File: src/rtl/anim_sched_pkg.sv
// Shared constants and types for the Frogger animation scheduler.
package anim_sched_pkg;

  // Frog jump sequencer states
  typedef enum logic [1:0] {
    IDLE = 2'd0,
    JUMP = 2'd1,
    LAND = 2'd2
  } frogState_t;

  // Reset period of every lane, in base ticks
  localparam int LANE_PERIOD_DEFAULT_C = 4;

  // Number of airborne frames in a jump
  localparam int JUMP_FRAMES_C = 3;

  // Width of the lane index on the configuration port
  localparam int LANE_IDX_W = 2;

  // Width of the frog sprite frame index
  localparam int FRAME_W = 2;

endpackage

File: src/rtl/anim_tick_prescaler.sv
// Divides the system clock down to the shared base animation tick.
// The count freezes while paused, and no tick is issued during a pause.
module anim_tick_prescaler #(
  parameter int TICK_DIV       = 2500000,
  parameter int PRESCALE_WIDTH = 24
) (
  input  logic SC_ANIMTICK_CLOCK_50,
  input  logic SC_ANIMTICK_RESET_InHigh,
  input  logic SC_ANIMTICK_pause_InHigh,
  output logic SC_ANIMTICK_tick_Out
);

  localparam logic [PRESCALE_WIDTH-1:0] LAST_COUNT_C = PRESCALE_WIDTH'(TICK_DIV - 1);

  logic [PRESCALE_WIDTH-1:0] count_r;

  // Prescaler count: 0..TICK_DIV-1 with wrap, held while paused
  always_ff @(posedge SC_ANIMTICK_CLOCK_50 or posedge SC_ANIMTICK_RESET_InHigh) begin
    if (SC_ANIMTICK_RESET_InHigh) begin
      count_r <= {PRESCALE_WIDTH{1'b0}};
    end else if (SC_ANIMTICK_pause_InHigh) begin
      count_r <= count_r;
    end else if (count_r == LAST_COUNT_C) begin
      count_r <= {PRESCALE_WIDTH{1'b0}};
    end else begin
      count_r <= count_r + PRESCALE_WIDTH'(1);
    end
  end

  // Tick is decoded combinationally so lanes and the frog see it in the same cycle
  assign SC_ANIMTICK_tick_Out = (count_r == LAST_COUNT_C) && !SC_ANIMTICK_pause_InHigh;

endmodule

File: src/rtl/frogger_anim_scheduler.sv
// Central animation timing for Frogger: base tick, per-lane step strobes
// with programmable periods, and the frog jump frame sequencer.
module frogger_anim_scheduler
  import anim_sched_pkg::*;
#(
  parameter int TICK_DIV            = 2500000,
  parameter int PRESCALE_WIDTH      = 24,
  parameter int NUM_LANES           = 4,
  parameter int PERIOD_WIDTH        = 4,
  parameter int LANE_PERIOD_DEFAULT = LANE_PERIOD_DEFAULT_C,
  parameter int JUMP_FRAMES         = JUMP_FRAMES_C
) (
  input  logic                    SC_ANIMSCHED_CLOCK_50,
  input  logic                    SC_ANIMSCHED_RESET_InHigh,
  input  logic                    SC_ANIMSCHED_pause_InHigh,
  input  logic                    SC_ANIMSCHED_cfgWe_InHigh,
  input  logic [LANE_IDX_W-1:0]   SC_ANIMSCHED_cfgLane_InBUS,
  input  logic [PERIOD_WIDTH-1:0] SC_ANIMSCHED_cfgPeriod_InBUS,
  input  logic                    SC_ANIMSCHED_jumpReq_InHigh,
  output logic                    SC_ANIMSCHED_baseTick_Out,
  output logic [NUM_LANES-1:0]    SC_ANIMSCHED_laneStep_OutBUS,
  output logic                    SC_ANIMSCHED_jumpAck_Out,
  output logic                    SC_ANIMSCHED_frogBusy_Out,
  output logic [FRAME_W-1:0]      SC_ANIMSCHED_frogFrame_OutBUS
);

  logic baseTick_s;

  anim_tick_prescaler #(
    .TICK_DIV       (TICK_DIV),
    .PRESCALE_WIDTH (PRESCALE_WIDTH)
  ) uPrescaler (
    .SC_ANIMTICK_CLOCK_50     (SC_ANIMSCHED_CLOCK_50),
    .SC_ANIMTICK_RESET_InHigh (SC_ANIMSCHED_RESET_InHigh),
    .SC_ANIMTICK_pause_InHigh (SC_ANIMSCHED_pause_InHigh),
    .SC_ANIMTICK_tick_Out     (baseTick_s)
  );

  assign SC_ANIMSCHED_baseTick_Out = baseTick_s;

  // ---------------------------------------------------------------------
  // Lanes: each counts base ticks down from its period and strobes once
  // when the count expires. A config write reloads only its own lane and
  // suppresses that lane's strobe if it lands on a tick.
  // ---------------------------------------------------------------------
  for (genvar i = 0; i < NUM_LANES; i++) begin : gLane
    logic                    cfgHit_s;
    logic [PERIOD_WIDTH-1:0] period_r;
    logic [PERIOD_WIDTH-1:0] laneCnt_r;
    logic                    laneStep_r;

    // Out-of-range lane indices never match any lane
    assign cfgHit_s = SC_ANIMSCHED_cfgWe_InHigh &&
                      (SC_ANIMSCHED_cfgLane_InBUS == LANE_IDX_W'(i));

    // Lane period register, writable at any time including pause
    always_ff @(posedge SC_ANIMSCHED_CLOCK_50 or posedge SC_ANIMSCHED_RESET_InHigh) begin
      if (SC_ANIMSCHED_RESET_InHigh) begin
        period_r <= PERIOD_WIDTH'(LANE_PERIOD_DEFAULT);
      end else if (cfgHit_s) begin
        period_r <= SC_ANIMSCHED_cfgPeriod_InBUS;
      end else begin
        period_r <= period_r;
      end
    end

    // Lane countdown and registered step strobe
    always_ff @(posedge SC_ANIMSCHED_CLOCK_50 or posedge SC_ANIMSCHED_RESET_InHigh) begin
      if (SC_ANIMSCHED_RESET_InHigh) begin
        laneCnt_r  <= {PERIOD_WIDTH{1'b0}};
        laneStep_r <= 1'b0;
      end else if (cfgHit_s) begin
        laneCnt_r  <= SC_ANIMSCHED_cfgPeriod_InBUS;
        laneStep_r <= 1'b0;
      end else if (period_r == {PERIOD_WIDTH{1'b0}}) begin
        laneCnt_r  <= {PERIOD_WIDTH{1'b0}};
        laneStep_r <= 1'b0;
      end else if (baseTick_s) begin
        // A zero count after reset expires on the very first tick
        if (laneCnt_r <= PERIOD_WIDTH'(1)) begin
          laneCnt_r  <= period_r;
          laneStep_r <= 1'b1;
        end else begin
          laneCnt_r  <= laneCnt_r - PERIOD_WIDTH'(1);
          laneStep_r <= 1'b0;
        end
      end else begin
        laneCnt_r  <= laneCnt_r;
        laneStep_r <= 1'b0;
      end
    end

    assign SC_ANIMSCHED_laneStep_OutBUS[i] = laneStep_r;
  end

  // ---------------------------------------------------------------------
  // Frog jump sequencer
  // ---------------------------------------------------------------------
  frogState_t         state_r;
  frogState_t         nextState_s;
  logic [FRAME_W-1:0] frame_r;
  logic [FRAME_W-1:0] nextFrame_s;
  logic               jumpAck_r;
  logic               nextAck_s;
  logic               frogBusy_r;

  // State, frame, ack and busy registers
  always_ff @(posedge SC_ANIMSCHED_CLOCK_50 or posedge SC_ANIMSCHED_RESET_InHigh) begin
    if (SC_ANIMSCHED_RESET_InHigh) begin
      state_r    <= IDLE;
      frame_r    <= {FRAME_W{1'b0}};
      jumpAck_r  <= 1'b0;
      frogBusy_r <= 1'b0;
    end else begin
      state_r    <= nextState_s;
      frame_r    <= nextFrame_s;
      jumpAck_r  <= nextAck_s;
      frogBusy_r <= (nextState_s != IDLE);
    end
  end

  // Next-state and next-frame decode; baseTick already folds in pause
  always_comb begin
    nextState_s = state_r;
    nextFrame_s = frame_r;
    nextAck_s   = 1'b0;
    case (state_r)
      IDLE: begin
        if (SC_ANIMSCHED_jumpReq_InHigh && !SC_ANIMSCHED_pause_InHigh) begin
          nextState_s = JUMP;
          nextFrame_s = FRAME_W'(1);
          nextAck_s   = 1'b1;
        end else begin
          nextState_s = IDLE;
          nextFrame_s = {FRAME_W{1'b0}};
        end
      end
      JUMP: begin
        if (baseTick_s) begin
          if (frame_r < FRAME_W'(JUMP_FRAMES)) begin
            nextFrame_s = frame_r + FRAME_W'(1);
          end else begin
            nextState_s = LAND;
            nextFrame_s = {FRAME_W{1'b0}};
          end
        end else begin
          nextState_s = JUMP;
        end
      end
      LAND: begin
        nextFrame_s = {FRAME_W{1'b0}};
        if (baseTick_s) begin
          nextState_s = IDLE;
        end else begin
          nextState_s = LAND;
        end
      end
      default: begin
        nextState_s = IDLE;
        nextFrame_s = {FRAME_W{1'b0}};
      end
    endcase
  end

  assign SC_ANIMSCHED_jumpAck_Out      = jumpAck_r;
  assign SC_ANIMSCHED_frogBusy_Out     = frogBusy_r;
  assign SC_ANIMSCHED_frogFrame_OutBUS = frame_r;

endmodule

File: config.mk
export PLATFORM = sky130hd
export DESIGN_NAME = frogger_anim_scheduler
export DESIGN_NICKNAME = d
export VERILOG_FILES = /design/src/rtl/anim_sched_pkg.sv /design/src/rtl/anim_tick_prescaler.sv /design/src/rtl/frogger_anim_scheduler.sv
export SDC_FILE = /design/constraint.sdc
export NUM_CORES = 1
export LEC_CHECK = 0
export CORE_MARGIN = 2
export CORE_UTILIZATION = 55
export CTS_CLUSTER_DIAMETER = 80
export DETAILED_ROUTE_END_ITERATION = 6
export GPL_TIMING_DRIVEN = 0
export PLACE_DENSITY = 0.74
export SETUP_SLACK_MARGIN = 0.2
export SLEW_MARGIN = 20
export SYNTH_ARGS = -nofsm -noshare
export SYNTH_HDL_FRONTEND = slang
export SYNTH_SLANG_ARGS = --single-unit
File: constraint.sdc
create_clock -name SC_ANIMSCHED_CLOCK_50 -period 2.4 [get_ports SC_ANIMSCHED_CLOCK_50]
set_input_delay 0.36 -clock SC_ANIMSCHED_CLOCK_50 [delete_from_list [all_inputs] [get_ports SC_ANIMSCHED_CLOCK_50]]
set_output_delay 0.36 -clock SC_ANIMSCHED_CLOCK_50 [all_outputs]
set_load 0.01 [all_outputs]
==> flow_summary.json, run 1 <==
{
  "cap_violations": 0,
  "core_area_um2": 5990,
  "clk_latency_ns": 0.35,
  "crit_top_cell": "buf_8",
  "cp_max_fo": 4,
  "power_mw": 3.68,
  "grtUsageTotal": 0.228,
  "synthArstFlopShare": 1.00,
  "drc": 0,
  "area_growth_syn_to_layout_pct": 18.7,
  "min_period_ns": 2.17,
  "rsz0062_at_grt": "true",
  "finalHoldViolations": 0,
  "diodes": 0,
  "antenna_found_initial": 0,
  "worst_setup_path_end_kind": "output pin",
  "ys_warn_count": 0,
  "slew_violations": 0,
  "die-area_um2": 6950,
  "leakage_nw": 1.94,
  "cts_buffers": 9,
  "yosys.area.top_type": "dfrtp_1",
  "crit_type": "register to output pin",
  "max_freq_ghz": 0.461,
  "gp_congestion": 0.838,
  "synth_cell_types": 59,
  "ys_ff_latch": 66,
  "cp_cell_sequence": "nor4bb_1 > nand4_1 > or2_4 > inv_6 > buf_8 > buf_8 > buf_6",
  "stdcell_area_um2": 4110,
  "ant_nets": 0,
  "drt_iter0_drc": 162,
  "synth.area.top_cells": "dfrtp_1 45%, nand2_1 4.9%, ha_1 3.6%, xor2_1 3.3%, dfstp_2 3.0%",
  "vias": 2780,
  "r2r-start": "uPrescaler.count_r[12]",
  "syn_area_um2": 3470,
  "viasPerCell": 5.83,
  "grt_max_degree": 54,
  "grt_pass1_wl_um": 12700,
  "worst_pin_slew_ns": 0.759,
  "start_kind": "register",
  "yosysSeqAreaShare": 0.478,
  "power_density_nw_per_um2": 895,
  "cts.sinks": 66,
  "path_buf_inv": 4,
  "synth_edf_count": 0,
  "synthFlopType": "dfrtp_1",
  "final_nets": 418,
  "cts.clk_slew.worst_paths_ns": 0.08,
  "required_ns": 2.04,
  "yosysMostFrequentCell": "dfrtp_1",
  "setup_violations": 0,
  "firstDrtPassIters": 5,
  "h-tree-depth": 3,
  "clock_skew_ns": 0.0104,
  "synth_top_area_frac": 0.448,
  "cpPeakStageDelay_ns": 0.42,
  "status": "complete, no violations",
  "relSlewSlack": 0.489,
  "cp_data_arrival_time_ns": 1.81,
  "timing.final.crit_share": 0.904,
  "dieWidth_um": 83.4,
  "syn_inst": 359,
  "row_count": 28,
  "wl_per_cell_um": 15.5,
  "drive_above_1_share": 0.167,
  "syn-num-nets": 380,
  "synth.top_cells.by_count": "62 x dfrtp_1, 45 x nand2_1, 24 x nor2_1",
  "totalWireLength_um": 7410,
  "die_y_um": 83.4,
  "clock_path_buffers": 2,
  "cp_slowest_cell": "dfrtp_1",
  "syn_avg_cell_area_um2": 9.65,
  "cts_tree": "done",
  "grt_pass1_vias": 2645,
  "ios": 20,
  "crit_start": "uPrescaler.count_r[12]",
  "irDropWorstVdd_v": 0.000555,
  "path_delay_family": "simple AND/OR/NAND/NOR gates",
  "numPortBuffers": 18,
  "hold_class": "primary input to asynchronous set/reset pin",
  "globalRoute.totalOverflow": 0,
  "placed_cell_area_um2": 3780,
  "start_util": 0.579,
  "dpl.hpwl_um": 4930,
  "clock-root-buffer": "clkbuf_8"
}
## cells in the final DEF, fill, tap and decap left out, drive strengths merged, types with 2 or more instances in the layout
| cell type | count |
|---|---|
| a21o | 6 |
| a21oi | 18 |
| a22oi | 4 |
| a311o | 2 |
| a31o | 5 |
| a32oi | 2 |
| and2 | 2 |
| and3 | 3 |
| and3b | 2 |
| buf | 21 |
| bufinv | 2 |
| clkbuf | 13 |
| clkdlybuf4s50 | 17 |
| clkinv | 3 |
| dfrtp | 62 |
| dfstp | 4 |
| ha | 10 |
| inv | 24 |
| mux2 | 4 |
| mux2i | 7 |
| nand2 | 45 |
| nand3 | 10 |
| nand3b | 3 |
| nand4 | 5 |
| nor2 | 24 |
| nor2b | 4 |
| nor3 | 18 |
| nor3b | 4 |
| nor4 | 3 |
| nor4bb | 2 |
| o211ai | 4 |
| o21ai | 17 |
| o41ai | 2 |
| or2 | 4 |
| or3 | 4 |
| or4 | 2 |
| xnor2 | 10 |
| xor2 | 13 |
## worst paths after layout
kind,endpoint,slack (ns),cells after the start
setup reg to reg,gLane[0].laneCnt_r[1],0.34,8
max in group asynchronous,gLane[1].period_r[2],1.55,3
hold / removal,uPrescaler.count_r[22],0.29,2
setup / recovery,SC_ANIMSCHED_baseTick_Out,0.23,7
min in group SC_ANIMSCHED_CLOCK_50,uPrescaler.count_r[1],0.46,3
hold reg to reg,gLane[3].period_r[2],0.48,2
## where the power goes
part | internal (mW) | leakage [nW] | total [mW] | switching [mW]
clock network | 0.615 | 0.112 | 1.07 | 0.458
registers | 1.33 | 0.831 | 1.56 | 0.227
logic | 0.485 | 0.993 | 1.05 | 0.561
total | 2.43 | 1.94 | 3.68 | 1.25
## cell families (layout without fill, tap and decap cells)
group / count (synthesis) / in the layout / synth area share
AOI/OAI and AO/OA: 69 / 69 / 0.131
xor gates and xnor gates: 23 / 23 / 0.0581
adders and majority gates: 10 / 10 / 0.0361
buffers and inverters: 38 / 81 / 0.0487
DFF: 66 / 66 / 0.478
muxes: 11 / 11 / 0.0332
and+or+nand+nor: 142 / 142 / 0.214
## registers in the layout, indices dropped and copies added (netlist names)
name / count
state_r: 2
SC_ANIMSCHED_frogBusy_Out: 1
gLane.period_r: 16
gLane.laneStep_r: 4
uPrescaler.count_r: 24
SC_ANIMSCHED_jumpAck_Out: 1
SC_ANIMSCHED_frogFrame_OutBUS: 2
gLane.laneCnt_r: 16
## stage by stage
stage | instances | TNS (ns) | utilization | hold WS, ns | setup WS, ns
3_5_place_dp | 453 | -0.455 | 0.632 | 0.469 | -0.455
5_1_grt | 477 | 0 | 0.687 | 0.311 | 0.149
3_3_place_gp | 452 | -49.42 | 0.624 | 0.464 | -0.784
2_1_floorplan | 359 | 0 | - | 0.444 | 0.392
4_1_cts | 477 | 0 | 0.687 | 0.285 | 0.196
6_report | 477 | 0 | 0.687 | 0.285 | 0.231
## area by class of cell
| cell class | count | area [um^2] |
|---|---|---|
| multi-input combinational | 255 | 1670 |
| fill | 458 | 1880 |
| inverter | 24 | 97.6 |
| tap | 75 | 93.8 |
| timing repair buffer | 27 | 269 |
| clock buffer | 10 | 138 |
| buffer | 14 | 98.8 |
| sequential | 66 | 1660 |
| clock inverter | 6 | 90.1 |
## per-layer routing
layer	wire [um]	global-route usage	vias up
li1	-	-	1342
met1	3620	0.331	1370
met2	3400	0.339	59
met3	267	0.0378	9
met4	129	0.0954	0
met5	0	0	-
## repair_timing
action                                  4_1_cts  5_1_grt
resized for setup                            17        0
endpoints found under the setup margin        1        1
setup buffers                                 8        0
hold buffers                                  0        0
pin swaps                                     3        3
(Power assumes the default switching activity.)
==> inputs of run 2 (changes only) <==
--- a/config.mk
+++ b/config.mk
@@ -6,11 +6,11 @@
 export NUM_CORES = 1
 export LEC_CHECK = 0
 export CORE_MARGIN = 2
-export CORE_UTILIZATION = 55
+export CORE_UTILIZATION = 40
 export CTS_CLUSTER_DIAMETER = 80
 export DETAILED_ROUTE_END_ITERATION = 6
+export DONT_BUFFER_PORTS = 1
 export GPL_TIMING_DRIVEN = 0
-export PLACE_DENSITY = 0.74
 export SETUP_SLACK_MARGIN = 0.2
 export SLEW_MARGIN = 20
 export SYNTH_ARGS = -nofsm -noshare
==> run 2 against run 1 <==
Effect of this change:
- flip-flop and latch count unchanged
- non-clock buffer count shrank 15
- highest routed layer unchanged
- via count down 4.2%
- worst setup slack better by 0.040 ns
- first-iteration DRC count is 26% lower
- largest power group unchanged
- register-to-register slack worse by 0.04 ns
- clock skew shrank 0.0025 ns
- worst hold slack got worse by 0.13 ns
- critical path depth is 1 lower
==> flow_summary.json, run 2 (synthesized netlist as in run 1, its figures left out) <==
{
  "wl_per_cell_um": 15.2,
  "cts.sinks": 66,
  "status": "complete, no violations",
  "crit_type": "register to output pin",
  "area_growth_syn_to_layout_pct": 16.5,
  "cp_max_fo": 5,
  "comb_power_share": 0.285,
  "die-area_um2": 9430,
  "gp_congestion": 0.787,
  "ios": 20,
  "reg2regPathDepth": 8,
  "h-tree-depth": 3,
  "hold_ws_ns": 0.150,
  "regArea_um2": 1660,
  "reg.largest.list": "uPrescaler.count_r (24), gLane.laneCnt_r (16), gLane.period_r (16)",
  "met2_length_um": 3390,
  "cp_slowest_cell": "dfrtp_1",
  "cts_buffers": 9,
  "globalRoute.totalOverflow": 0,
  "max_freq_ghz": 0.470,
  "p_int_mw": 2.42,
  "worst_slack_ns": 0.271,
  "swShare": 0.328,
  "irDropWorstVdd_v": 0.000340,
  "dieWidth_um": 97.1,
  "hold_start": "SC_ANIMSCHED_cfgPeriod_InBUS[1]",
  "largest_reg_flops": 24,
  "cpPeakStageDelay_ns": 0.44,
  "rsz0062_at_grt": "true",
  "totalWireLength_um": 7450,
  "cts.clk_slew.worst_paths_ns": 0.07,
  "diodes": 0,
  "hold_class": "primary input to register",
  "clock-root-buffer": "clkbuf_8",
  "crit_top_cell": "buf_8",
  "r2r_setup_slack_ns": 0.30,
  "ant_nets": 0,
  "min_delay_path_depth": 2,
  "cp_data_arrival_time_ns": 1.77,
  "viasPerCell": 5.41,
  "slew_violations": 0,
  "numPortBuffers": 0,
  "finalHoldViolations": 0,
  "cp_cell_sequence": "nor4bb_2 > nand3_1 > or2_4 > inv_2 > buf_8 > buf_8",
  "pwr-share-seq": 0.435,
  "path_buf_inv": 3,
  "vias": 2663,
  "clock_skew_ns": 0.00792,
  "fillers": 774,
  "row_count": 33,
  "p_switching_mw": 1.18,
  "drt_iter0_drc": 120,
  "drive_above_1_share": 0.183,
  "mostFrequentLayoutCell": "dfrtp_1",
  "top_layer": "met4",
  "min_period_ns": 2.13,
  "layout_common_cells": "59 x dfrtp_1, 45 x nand2_1, 24 x nor2_1",
  "start_kind": "register",
  "die_y_um": 97.1,
  "leakage_nw": 1.89,
  "clk_latency_ns": 0.33,
  "worst_pin_slew_ns": 0.774,
  "dpl.hpwl_um": 4900,
  "clock_path_buffers": 2,
  "met1Wirelength_um": 3710,
  "path_delay_family": "simple AND/OR/NAND/NOR gates",
  "grt_pass1_wl_um": 13000,
  "r2r-start": "uPrescaler.count_r[19]",
  "grt_max_degree": 58,
  "power_density_nw_per_um2": 892,
  "firstDrtPassIters": 4,
  "multi_input_area_um2": 1700,
  "timing.final.crit_share": 0.887,
  "min_to": "gLane[2].laneCnt_r[1]",
  "final_nets": 403,
  "drc": 0,
  "start_util": 0.418,
  "regMostFlops": "uPrescaler.count_r",
  "power.share.clock": 0.280,
  "antenna_found_initial": 0,
  "grt_pass1_vias": 2709,
  "grtUsageTotal": 0.169,
  "worst_setup_path_end_kind": "output pin",
  "relSlewSlack": 0.478,
  "wl_met3_um": 262,
  "core_area_um2": 8300,
  "cts_tree": "done",
  "cap_violations": 0,
  "dp_slack_ns": 0.0624,
  "setup_violations": 0,
  "required_ns": 2.04,
  "rr_endpoint": "gLane[0].laneCnt_r[1]"
}
run 2: changes by cell type in the layout (fill, tap and decap cells not counted), moves of 2 or more:
cell	before	now
clkdlybuf4s50_1	17	0
clkbuf_8	10	13
clkbuf_1	3	5
clkinv_4	2	0
dfrtp_1	61	59
dfrtp_2	1	3
nor4bb_1	2	0
run 2: power by group through the flow:
stage	Clock (mW)	Combinational, mW	Sequential [mW]
final	1.01	1.03	1.57
after detailed placement	0	0.973	1.58
after floorplan	0	0.816	1.52
after global placement	0	0.940	1.57
after global routing	1.08	1.19	1.61
after CTS	1.03	0.985	1.56
run 2: through the flow:
step,utilization,power [mW],instance area [um^2],std cells,setup TNS (ns)
finish,0.487,3.60,4040,492,0
global route,0.487,3.88,4040,492,0
CTS,0.478,3.58,3960,486,0
detailed placement,0.439,2.55,3640,465,0
global placement,0.433,2.51,3600,464,-23.00
floorplan,-,2.33,3470,359,0
run 2: routing by layer:
metal / up-vias / track usage
met5: - / 0
met4: 0 / 0.0704
met3: 7 / 0.0302
met2: 43 / 0.261
met1: 1301 / 0.234
li1: 1312 / -
run 2: worst max-delay path by stage:
stage	start	endpoint	slack, ns	depth (start not counted)
floorplan	SC_ANIMSCHED_RESET_InHigh	SC_ANIMSCHED_frogBusy_Out	0.39	1
global placement	SC_ANIMSCHED_RESET_InHigh	gLane[2].period_r[1]	-0.38	1
detailed placement	uPrescaler.count_r[11]	SC_ANIMSCHED_baseTick_Out	0.06	6
CTS	uPrescaler.count_r[12]	SC_ANIMSCHED_baseTick_Out	0.21	6
global route	uPrescaler.count_r[19]	SC_ANIMSCHED_baseTick_Out	0.13	6
finish	uPrescaler.count_r[19]	SC_ANIMSCHED_baseTick_Out	0.27	6
run 2: repair_timing:
action / in CTS / in global routing
resized for setup: 10 / 7
endpoints found under the hold margin: 9 / 0
pin swaps: 3 / 3
hold buffers: 1 / 0
endpoints found under the setup margin: 10 / 4
buffers inserted: 3 / 6
cloned: 1 / 0
run 2: final cells by class:
cell class | instances | area share
Clock buffer | 15 | 0.0462
Buffer | 14 | 0.0245
Timing Repair Buffer | 12 | 0.0341
Clock inverter | 1 | 0.00743
Multi-Input combinational cell | 255 | 0.421
Sequential cell | 66 | 0.411
Inverter | 24 | 0.0229
Tap cell | 105 | 0.0325
==> RTL edit: new RTL, settings of run 2 <==
Change the parameter `PERIOD_WIDTH` from 4 to 6.
--- a/src/rtl/frogger_anim_scheduler.sv
+++ b/src/rtl/frogger_anim_scheduler.sv
@@ -6,7 +6,7 @@
   parameter int TICK_DIV            = 2500000,
   parameter int PRESCALE_WIDTH      = 24,
   parameter int NUM_LANES           = 4,
-  parameter int PERIOD_WIDTH        = 4,
+  parameter int PERIOD_WIDTH        = 6,
   parameter int LANE_PERIOD_DEFAULT = LANE_PERIOD_DEFAULT_C,
   parameter int JUMP_FRAMES         = JUMP_FRAMES_C
 ) (
Ports: changed (resized SC_ANIMSCHED_cfgPeriod_InBUS); port bits go from 20 to 22. The function was not compared with the original's and may differ.
==> RTL edit against run 2 <==
  * The flow now finishes with violations (setup timing)
  * Sequential cell count grew 16
  * Utilization increased by 2.0 points
  * Power rose by 14%
  * Critical path depth up 2
  * Worst setup slack worse by 0.82 ns
  * Final area increased by 31%
  * Wire length rose by 50%
  * Via count up 36%
  * Synthesized area grew 24%
  * Sequential power grew 22%
  * Largest power group unchanged
==> RTL edit: results (changes against run 2) <==
<table>
<tr><th>Metric</th><th>Value</th></tr>
<tr><th colspan="2">Status</th></tr>
<tr><td>Result of the run</td><td>finished, violations left</td></tr>
<tr><td>Failing checks</td><td>setup timing</td></tr>
<tr><th colspan="2">Final layout</th></tr>
<tr><td>Layout cells sized above 1</td><td>18.79% (+0.44 points)</td></tr>
<tr><td>Number of filler cells placed in the layout</td><td>965 (+25%)</td></tr>
<tr><td>Final-stage net count</td><td>529 (+31%)</td></tr>
<tr><th colspan="2">STA</th></tr>
<tr><td>Setup slack after layout</td><td>-0.5462 ns (-0.8171 ns)</td></tr>
<tr><td>Aggregate negative setup slack</td><td>-13.97 ns (-13.97 ns)</td></tr>
<tr><td>Minimum hold slack</td><td>0.08981 ns (-0.06048 ns)</td></tr>
<tr><td>Clk_skew</td><td>0.01529 ns (+0.007365 ns)</td></tr>
<tr><td>Count of endpoints failing setup in the final report</td><td>42 (+42)</td></tr>
<tr><th colspan="2">Critical path</th></tr>
<tr><td>FF-to-FF setup slack</td><td>-0.44 ns (-0.74 ns)</td></tr>
<tr><td>Number of cells on the worst reg-to-reg path</td><td>12 (+4)</td></tr>
<tr><td>R2r startpoint</td><td>uPrescaler.count_r[15]</td></tr>
<tr><th colspan="2">Routing</th></tr>
<tr><td>Per-cell routed wire length</td><td>17.33 um (+14%)</td></tr>
<tr><td>Routed wl met2</td><td>5.186 mm (+53%)</td></tr>
<tr><td>Routed length on met3</td><td>492 um (+88%)</td></tr>
<tr><td>1st-pass router iterations</td><td>5 (+1)</td></tr>
<tr><td>Ratio of routed vias to standard cells</td><td>5.594 (+3.3%)</td></tr>
<tr><td>Iteration-0 DRC count of the detailed router</td><td>187 (+56%)</td></tr>
<tr><th colspan="2">Logic synthesis</th></tr>
<tr><td>Most instantiated cells after synthesis</td><td>dfrtp_1, nand2_1, nor2_1</td></tr>
<tr><td>Top cells by area in the synthesized netlist</td><td>dfrtp_1, nand2_1, o21ai_0</td></tr>
<tr><td>Complex-gate fraction of the synthesized area</td><td>15.81% (+2.7 points)</td></tr>
<tr><th colspan="2">Global route</th></tr>
<tr><td>GR met2 Demand/Resource</td><td>31.81% (+5.7 points)</td></tr>
<tr><th colspan="2">Power and ir drop</th></tr>
<tr><td>Combinational Power Share</td><td>31.2% (+2.7 points)</td></tr>
<tr><th colspan="2">Place</th></tr>
<tr><td>Routability-driven placement congestion ratio</td><td>0.8674 (+10%)</td></tr>
<tr><td>DP Worst Slack</td><td>-0.3665 ns (-0.4288 ns)</td></tr>
<tr><th colspan="2">CTS</th></tr>
<tr><td>Worst-Skew Late Latency</td><td>0.37 ns (+0.04 ns)</td></tr>
<tr><td>Post-CTS Setup Inserts</td><td>12 (+9)</td></tr>
</table>
## RTL edit: cell count changes in the layout (fill, tap and decap cells not counted), sizes merged, moves of 7 or more
cell	change
nor2	+16
o21ai	+21
a31oi	+9
mux2i	+7
nand2	+28
buf	+15
dfrtp	+16
## RTL edit: critical path: stages, from the launching register on
cell and delay [ns]:
dfrtp_1 0.41, or4b_4 0.52, or4_4 0.53, buf_6 0.14
or2_1 0.22, buf_6 0.14, inv_4 0.05, buf_12 0.10
buf_8 0.11
## RTL edit: area by class of cell
class / count / area share [%]
Inverter: 23 / 1.753
Tap cell: 136 / 3.222
Sequential cell: 82 / 38.95
Buffer: 16 / 3.056
Timing Repair Buffer: 29 / 7.131
Clock buffer: 13 / 2.819
Multi-Input combinational cell: 345 / 42.74
Clock inverter: 3 / 0.3317
## RTL edit: cell families after synthesis
group | after synthesis
AO/OA/AOI/OAI | 105
buffers and inverters | 39
flip-flops | 82
XOR/XNOR | 19
multiplexers | 17
AND/OR/NAND/NOR | 194
adder cells (fa/ha/maj) | 10
